==> config.mk <==
export PLATFORM = sky130hd
export DESIGN_NAME = ps2_host_cmd
export DESIGN_NICKNAME = d
export VERILOG_FILES = /design/src/rtl/ps2_host_cmd.sv
export SDC_FILE = /design/constraint.sdc
export NUM_CORES = 1
export LEC_CHECK = 0
export BUFFER_PORTS_ARGS = -buffer_cell sky130_fd_sc_hd__buf_4
export CAP_MARGIN = 40
export CORE_MARGIN = 2
export CORE_UTILIZATION = 52
export CTS_CLUSTER_DIAMETER = 30
export DETAILED_ROUTE_END_ITERATION = 12
export GPL_ROUTABILITY_DRIVEN = 0
export PLACE_DENSITY = 0.75
export SYNTH_ARGS = -nofsm -noshare
export SYNTH_HDL_FRONTEND = slang
export SYNTH_SLANG_ARGS = --single-unit
==> constraint.sdc <==
create_clock -name clk25 -period 2.14 [get_ports clk25]
set_clock_uncertainty 0.2 [all_clocks]
set_input_delay 0.107 -clock clk25 [delete_from_list [all_inputs] [get_ports clk25]]
set_output_delay 0.107 -clock clk25 [all_outputs]
set_load 0.03 [all_outputs]
==> src/rtl/ps2_host_cmd.sv <==
// PS/2 host-to-device command sequencer: inhibit, request-to-send, 11-bit frame, line-ack, 0xFA/0xFE response with retry.
// Optional watchdog on the RTS/LACK/RESP phases is built when PS2_CMD_TIMEOUT_EN is defined.
module ps2_host_cmd #(
  parameter int INHIBIT_CYCLES = 2500,
  parameter int MAX_RETRY      = 3,
  parameter int TIMEOUT_CYCLES = 50000
) (
  input  logic       clk25,
  input  logic       rst,
  input  logic       key_clk,
  input  logic       key_din,
  output logic       key_clk_oe,
  output logic       key_dout_oe,
  input  logic       cmd_valid,
  input  logic [7:0] cmd_data,
  output logic       cmd_ready,
  input  logic       rx_strobe,
  input  logic [7:0] rx_byte,
  output logic       tx_active,
  output logic       done,
  output logic [1:0] status
);

  localparam logic [2:0] ST_IDLE    = 3'd0;
  localparam logic [2:0] ST_INHIBIT = 3'd1;
  localparam logic [2:0] ST_RTS     = 3'd2;
  localparam logic [2:0] ST_LACK    = 3'd3;
  localparam logic [2:0] ST_RESP    = 3'd4;

  localparam int INH_W = $clog2(INHIBIT_CYCLES + 1);
  localparam int RTY_W = $clog2(MAX_RETRY + 2);
  localparam int WD_W  = $clog2(TIMEOUT_CYCLES + 1);

  localparam logic [1:0] STAT_ACK    = 2'b00;
  localparam logic [1:0] STAT_NACK   = 2'b01;
  localparam logic [1:0] STAT_NOLACK = 2'b11;

  function automatic logic odd_par(input logic [7:0] b);
    return ~^b;
  endfunction

  logic [2:0]       state;
  logic [INH_W-1:0] inh_cnt;
  logic [3:0]       bit_cnt;
  logic [RTY_W-1:0] retry_cnt;
  logic             dout_q;
  logic [7:0]       cmd_byte;
  logic [8:0]       shifter;

  logic clk_p0, clk_p1, clk_p2;
  logic din_p0, din_p1;
  logic fall;
  logic accept;
  logic resend;

  // Pad synchronizers; reset to the idle-high line level so release never fakes an edge.
  always_ff @(posedge clk25 or posedge rst) begin
    if (rst) begin
      clk_p0 <= 1'b1;
      clk_p1 <= 1'b1;
      clk_p2 <= 1'b1;
      din_p0 <= 1'b1;
      din_p1 <= 1'b1;
    end else begin
      clk_p0 <= key_clk;
      clk_p1 <= clk_p0;
      clk_p2 <= clk_p1;
      din_p0 <= key_din;
      din_p1 <= din_p0;
    end
  end

  assign fall      = clk_p2 & ~clk_p1;
  assign cmd_ready = (state == ST_IDLE) & ~done & ~rst;
  assign accept    = cmd_valid & cmd_ready;
  assign resend    = (state == ST_RESP) && rx_strobe && (rx_byte == 8'hFE) &&
                     (retry_cnt < RTY_W'(MAX_RETRY));

  assign tx_active   = (state == ST_INHIBIT) || (state == ST_RTS) || (state == ST_LACK);
  assign key_clk_oe  = (state == ST_INHIBIT);
  // Start bit is driven combinationally in the final inhibit cycle, then held by dout_q.
  assign key_dout_oe = dout_q | ((state == ST_INHIBIT) && (inh_cnt == '0));

`ifdef PS2_CMD_TIMEOUT_EN
  logic [WD_W-1:0] wdog;
`else
  logic [WD_W-1:0] wdog_unused;
  assign wdog_unused = '0;
`endif

  always_ff @(posedge clk25 or posedge rst) begin
    if (rst) begin
      state     <= ST_IDLE;
      inh_cnt   <= '0;
      bit_cnt   <= '0;
      retry_cnt <= '0;
      dout_q    <= 1'b0;
      done      <= 1'b0;
      status    <= STAT_ACK;
`ifdef PS2_CMD_TIMEOUT_EN
      wdog      <= '0;
`endif
    end else begin
      done <= 1'b0;
      case (state)
        ST_IDLE: begin
          if (accept) begin
            retry_cnt <= '0;
            inh_cnt   <= INH_W'(INHIBIT_CYCLES - 1);
            bit_cnt   <= '0;
            state     <= ST_INHIBIT;
          end
        end
        ST_INHIBIT: begin
          if (inh_cnt == '0) begin
            dout_q  <= 1'b1;
            bit_cnt <= '0;
            state   <= ST_RTS;
          end else begin
            inh_cnt <= inh_cnt - 1'b1;
          end
        end
        ST_RTS: begin
          // Edges 1-8 data, 9 parity, 10 stop (shifter[0]=1 releases the line).
          if (fall) begin
            dout_q <= ~shifter[0];
            if (bit_cnt == 4'd9) begin
              bit_cnt <= '0;
              state   <= ST_LACK;
            end else begin
              bit_cnt <= bit_cnt + 1'b1;
            end
          end
        end
        ST_LACK: begin
          if (fall) begin
            if (!din_p1) begin
              state <= ST_RESP;
            end else begin
              state  <= ST_IDLE;
              done   <= 1'b1;
              status <= STAT_NOLACK;
            end
          end
        end
        ST_RESP: begin
          if (rx_strobe) begin
            if (rx_byte == 8'hFA) begin
              state  <= ST_IDLE;
              done   <= 1'b1;
              status <= STAT_ACK;
            end else if (resend) begin
              retry_cnt <= retry_cnt + 1'b1;
              inh_cnt   <= INH_W'(INHIBIT_CYCLES - 1);
              state     <= ST_INHIBIT;
            end else if (rx_byte == 8'hFE) begin
              state  <= ST_IDLE;
              done   <= 1'b1;
              status <= STAT_NACK;
            end
          end
        end
        default: state <= ST_IDLE;
      endcase
`ifdef PS2_CMD_TIMEOUT_EN
      if ((state == ST_RTS) || (state == ST_LACK) || (state == ST_RESP)) begin
        if (wdog == WD_W'(TIMEOUT_CYCLES - 1)) begin
          state  <= ST_IDLE;
          dout_q <= 1'b0;
          done   <= 1'b1;
          status <= 2'b10;
          wdog   <= '0;
        end else if (fall && ((state == ST_RTS) || (state == ST_LACK))) begin
          wdog <= '0;
        end else begin
          wdog <= wdog + 1'b1;
        end
      end else begin
        wdog <= '0;
      end
`endif
    end
  end

  // Frame data path: latched byte and shift register carry no reset.
  always_ff @(posedge clk25) begin
    if (accept) begin
      cmd_byte <= cmd_data;
      shifter  <= {1'b1, odd_par(cmd_data), cmd_data};
    end else if (resend) begin
      shifter <= {1'b1, odd_par(cmd_byte), cmd_byte};
    end else if ((state == ST_RTS) && fall) begin
      shifter <= {1'b1, shifter[8:1]};
    end
  end

endmodule

# ---- Word level (Yosys, flattened, before mapping)
# Cells that the tools add are included.
# Widths: inputs -> output; s select.
dict set report word_totals {
  ff_bits 48
  output_inout_bits 7
  word_cells 117
}
dict set report classes {
  n_addsub 3
  n_lt_le_gt_ge 1
  eq_ne 20
  muxes 47
  bitwise_logic 9
  n_reduce_logical 23
}
# op n
set op_table {}
lappend op_table {{$mux 12} 5}
lappend op_table {{$mux 3} 14}
lappend op_table {{$pmux 12 s3} 1}
lappend op_table {{$mux 9} 3}
lappend op_table {{$eq 8x8->1 const B} 2}
lappend op_table {{$mux 4} 4}
lappend op_table {{$ne 2x2->1 const B} 8}
lappend op_table {{$reduce_xnor 8->1} 2}
lappend op_table {{$pmux 3 s5} 1}
lappend op_table {{$logic_not 12->1} 1}
lappend op_table {{$mux 2} 6}
lappend op_table {{$pmux 4 s3} 1}
lappend op_table {{$reduce_and 6->1} 2}
lappend op_table {{$sub 12x1->12 const B} 1}
lappend op_table {{$reduce_bool 3->1} 3}
lappend op_table {{$mux 1} 8}
lappend op_table {{$reduce_and 7->1} 1}
lappend op_table {{$eq 3x2->1 const B} 2}
lappend op_table {{$pmux 3 s2} 1}
lappend op_table {{$reduce_bool 2->1} 3}
lappend op_table {{$logic_and 1x1->1} 5}
lappend op_table {{$reduce_and 5->1} 1}
lappend op_table {{$add 4x1->4 const B} 1}
lappend op_table {{$and 1x1->1} 4}
lappend op_table {{other kinds (17)} 23}

# ---- Logic depth before layout (Yosys ltp)
dict set report depth {
  ltp_word 8
  mapped_depth 8
  ltp_nobuf 7
}

# ---- Worst setup path after synthesis
# OpenSTA, ideal clock, no wires.
dict set report synth_path {
  kind {register to register}
  start {reg state[0]}
  end {reg shifter[8], data pin}
  setup_ns 0.275
  arrival_ns 1.643
  setup_slack_ns 0.022
  stages_incl_launch_ff 6
  path_buffers 0
  cell_sequence {dfrtp_1 > nor2_1 > and2_1 > nand2_1 > inv_1 > a22oi_1}
}
dict set report synth_via {
  elab_cells_between_ends 10
  classes_between {eq/ne: 1; mux: 2; bitwise: 3; reduce/logical: 4}
}
# item line
set synth_lines {}
lappend synth_lines {{from (decl)} 42} ;# logic [2:0] state;
lappend synth_lines {{from (signal assigned)} 93} ;# state <= ST_IDLE;
lappend synth_lines {{from (signal assigned)} 111} ;# state <= ST_INHIBIT;
lappend synth_lines {{from (signal assigned)} 118} ;# state <= ST_RTS;
lappend synth_lines {{$logic_not 3->1} 74} ;# assign cmd_ready = (state == ST_IDLE) & ~done & ~rst;
lappend synth_lines {{$and 1x1->1 (2 in a row)} 74}
lappend synth_lines {{via cmd_ready} 16} ;# output logic cmd_ready,
lappend synth_lines {{$and 1x1->1} 75} ;# assign accept = cmd_valid & cmd_ready;
lappend synth_lines {{via accept} 53} ;# logic accept;
lappend synth_lines {{$mux 9} 187} ;# if (accept) begin
lappend synth_lines {{to (signal assigned)} 189} ;# shifter <= {1'b1, odd_par(cmd_data), cmd_data};
lappend synth_lines {{to (signal assigned)} 191} ;# shifter <= {1'b1, odd_par(cmd_byte), cmd_byte};
lappend synth_lines {{to (signal assigned)} 193} ;# shifter <= {1'b1, shifter[8:1]};
lappend synth_lines {{to (decl)} 48} ;# logic [8:0] shifter;
# The timed path passes the listed nets, and every way through them passes these cells.
# A chain may end at the register's enable or synchronous reset.

# ---- Worst setup path in the final report
dict set report layout_path {
  start {reg inh_cnt[8]}
  end {out key_dout_oe}
}
dict set report layout_via {
  elab_chain_cells 3
}
# item line
set layout_lines {}
lappend layout_lines {{from (decl)} 43} ;# logic [INH_W-1:0] inh_cnt;
lappend layout_lines {{from (signal assigned)} 109} ;# inh_cnt <= INH_W'(INHIBIT_CYCLES - 1);
lappend layout_lines {{from (signal assigned)} 120} ;# inh_cnt <= inh_cnt - 1'b1;
lappend layout_lines {{from (signal assigned)} 154} ;# inh_cnt <= INH_W'(INHIBIT_CYCLES - 1);
lappend layout_lines {{$logic_not 12->1} 82} ;# assign key_dout_oe = dout_q | ((state == ST_INHIBIT) && (inh_cnt == '0));
lappend layout_lines {{$logic_and 1x1->1} 82}
lappend layout_lines {{$or 1x1->1} 82}
lappend layout_lines {{to (decl)} 13} ;# output logic key_dout_oe,
# Every way passes these cells.

==> run summary <==
Tmin final -> 2.07 ns
Synthesized Nets -> 261
Ports -> 29
Critical Path Max Stage Delay -> 0.45 ns
Distinct cells, synth -> 50
cell area power density -> 919 nW/um^2
Die Span X -> 73.3 um
Logic pwr share -> 0.358
clock power share -> 0.178
Hold Crit Class -> primary input to flip-flop
Post-Place Setup Slack -> 0.110 ns
Worst EP required -> 1.83 ns
initial core utilization -> 0.535
WP data arrival -> 1.76 ns
R2R Setup Slk -> 0.09 ns
layout cell share with drive strength beyond 1 -> 0.239
HPWL after detailed placement -> 3780 um
first-pass GRT wire length -> 8910 um
Skew-Pair Late Insertion Delay -> 0.30 ns
kind of critical path -> flip-flop to output pin
initial DRC count -> 134
Slew Viols, Final -> 0
Flop pwr share -> 0.465
CTS tree -> done
grt total ovfl -> 0
yosys warns -> 0
Final Hold Viols -> 0
pin count of the biggest net entering global routing -> 28
final wirelength -> 5310 um
final instance area -> 3160 um^2
register clock-pin slew on the reported worst setup and hold paths -> 0.08 ns
CTS sink cnt -> 48
CTS H-tree depth -> 2
crit end category -> output pin
FP Rows -> 25
internal power -> 1.89 mW
critical path cell sequence -> nor4_4 > and3_4 > nand2_1 > nand2b_1 > buf_6
Post-synth top flop -> dfrtp_1
register area share after synthesis -> 0.518
leak pwr -> 1.28 nW
core area -> 4660 um^2
initial antenna violation count -> 0
crit path max-delay cell type -> dfrtp_1
cell area after synthesis -> 2490 um^2
synthesized flop and latch total -> 48
Setup WS post-layout -> 0.0744 ns
Startpoint Class -> flip-flop
routed vias/inst -> 5.66
final critical-path share of the clock period -> 0.965
clock root cell -> clkbuf_8
async set or reset register ratio after synthesis -> 0.646
vias in the first global route -> 1923
die footprint -> 5370 um^2
DRC viols -> 0
via count -> 1987
Max Cap Viol -> 0
Area after DPL -> 2910 um^2
fraction of power spent switching nets -> 0.349
Ant. Diodes -> 0
Max Root-Sink Buffers -> 2
gr usage total -> 0.219
CTS Buf Count -> 5
worst-margin pin slew -> 0.374 ns
Post-Syn Area per Cell -> 10.7 um^2
worst hold slack -> 0.00995 ns
WL/cell -> 15.1 um
setup violators final -> 0
Max VDD drop -> 0.000596 V
port bufs -> 28
Die H -> 73.3 um
Mapped Cells -> 234
Fin Setup TNS -> 0 ns
max frequency -> 484 MHz
DR pass1 iterations -> 4
nets@finish -> 323
net load switching power -> 1.01 mW
outcome -> completed
Final ANT Viol Nets -> 0
Layout area overhead -> 26.5%
number of synthesized flops with an enable pin -> 17
Max-slew headroom -> 0.748
worst-path fanout max -> 5
cell families (layout without fill, tap and decap cells):
group,count (synthesis),count (layout),share of synthesized area
fa+ha+maj,5,5,0.0251
flops,48,48,0.518
buf+inv,18,81,0.0311
compound gates,55,55,0.144
xor+xnor,16,16,0.0562
simple gates,78,78,0.167
mux,14,14,0.0582
final timing paths:
check | start | cells past startpoint | end
worst min-delay path | rx_byte[0] | 4 | state[2]
min in group asynchronous | rst | 3 | status[0]
worst max-delay path | inh_cnt[8] | 5 | key_dout_oe
worst min register to register | clk_p0 | 0 | clk_p1
worst max register to register | inh_cnt[8] | 5 | bit_cnt[1]
max in group asynchronous | rst | 4 | clk_p1
synthesized netlist by cell type (3+ instances only):
cell	count	area, um^2
nor4_1	3	18.8
nand2b_1	4	25.0
ha_1	5	62.6
nand2_1	15	56.3
clkbuf_1	3	11.3
mux2i_1	10	100
a31oi_1	8	50.1
a21oi_1	19	95.1
xor2_1	4	35.0
xnor2_1	12	105
edfxtp_1	17	510
inv_1	12	45.0
nor2_1	22	82.6
nor3_1	7	35.0
or3_1	3	18.8
nand3_1	6	30.0
dfstp_2	5	131
and2_1	3	18.8
a22o_1	5	43.8
dfrtp_1	26	651
a2bb2oi_1	3	26.3
o21ai_0	6	30.0
flip-flops by register name, summed over array words and instances (netlist names):
register	count
dout_q	1
shifter	9
done	1
bit_cnt	4
retry_cnt	3
din_p1	1
clk_p0	1
clk_p1	1
status	2
clk_p2	1
inh_cnt	12
din_p0	1
cmd_byte	8
state	3
worst max-delay path, delay by kind of cell (launching register included):
family / cells / cell delay [ns]
buffers and inverters: 1 / 0.14
DFF: 1 / 0.45
and+or+nand+nor: 4 / 0.87
routing by layer:
layer,track usage,routed length (um),share of wire,vias up
met2,0.348,2550,0.48,61
met5,0,0,0,-
met4,0.0658,81,0.015,0
met1,0.301,2450,0.46,938
met3,0.0494,232,0.044,9
li1,-,-,-,979
final cells by class:
cell class | instances | area [um^2]
clock buffer | 7 | 76.3
clock inverter | 1 | 5.00
fill | 336 | 1510
inverter | 12 | 45.0
multi-input combinational | 168 | 1150
sequential | 48 | 1290
tap | 54 | 67.6
timing repair buffer | 61 | 517
cells in the final DEF (no fill, tap or decap), types with 3 or more instances in the layout:
cell type | synthesis | layout
dfstp_2 | 5 | 5
ha_1 | 5 | 5
mux2i_1 | 10 | 10
edfxtp_1 | 17 | 17
clkbuf_8 | 0 | 5
nor2_1 | 22 | 22
a21oi_1 | 19 | 19
inv_1 | 12 | 11
nor4_1 | 3 | 3
nor3_1 | 7 | 6
or3_1 | 3 | 3
nand3_1 | 6 | 6
nand2_1 | 15 | 15
a2bb2oi_1 | 3 | 3
and2_1 | 3 | 3
dlygate4sd3_1 | 0 | 12
a22o_1 | 5 | 5
xnor2_1 | 12 | 12
buf_4 | 0 | 46
o21ai_0 | 6 | 6
xor2_1 | 4 | 4
a31oi_1 | 8 | 8
nand2b_1 | 4 | 4
dfrtp_1 | 26 | 26
per-stage QoR:
stage | std cells | total power, mW | utilization
after floorplan | 234 | 1.96 | -
after detailed placement | 329 | 2.34 | 0.624
final | 351 | 2.90 | 0.677
after global routing | 351 | 3.09 | 0.677
after global placement | 329 | 2.31 | 0.624
after CTS | 349 | 2.87 | 0.667
repair_timing:
action                                 4_1_cts  5_1_grt
buffers inserted                             0        2
setup endpoints to repair                    0        5
resized for setup                            0        6
hold buffers                                12        0
endpoints found under the hold margin       43        0
power groups by stage:
stage               combinational [mW]  sequential [mW]  clock [mW]
floorplan                        0.645             1.32           0
global placement                 0.976             1.34           0
detailed placement               0.998             1.34           0
CTS                               1.02             1.32       0.525
global route                      1.15             1.38       0.565
finish                            1.04             1.35       0.515
Power figures use the tool's default switching activity.
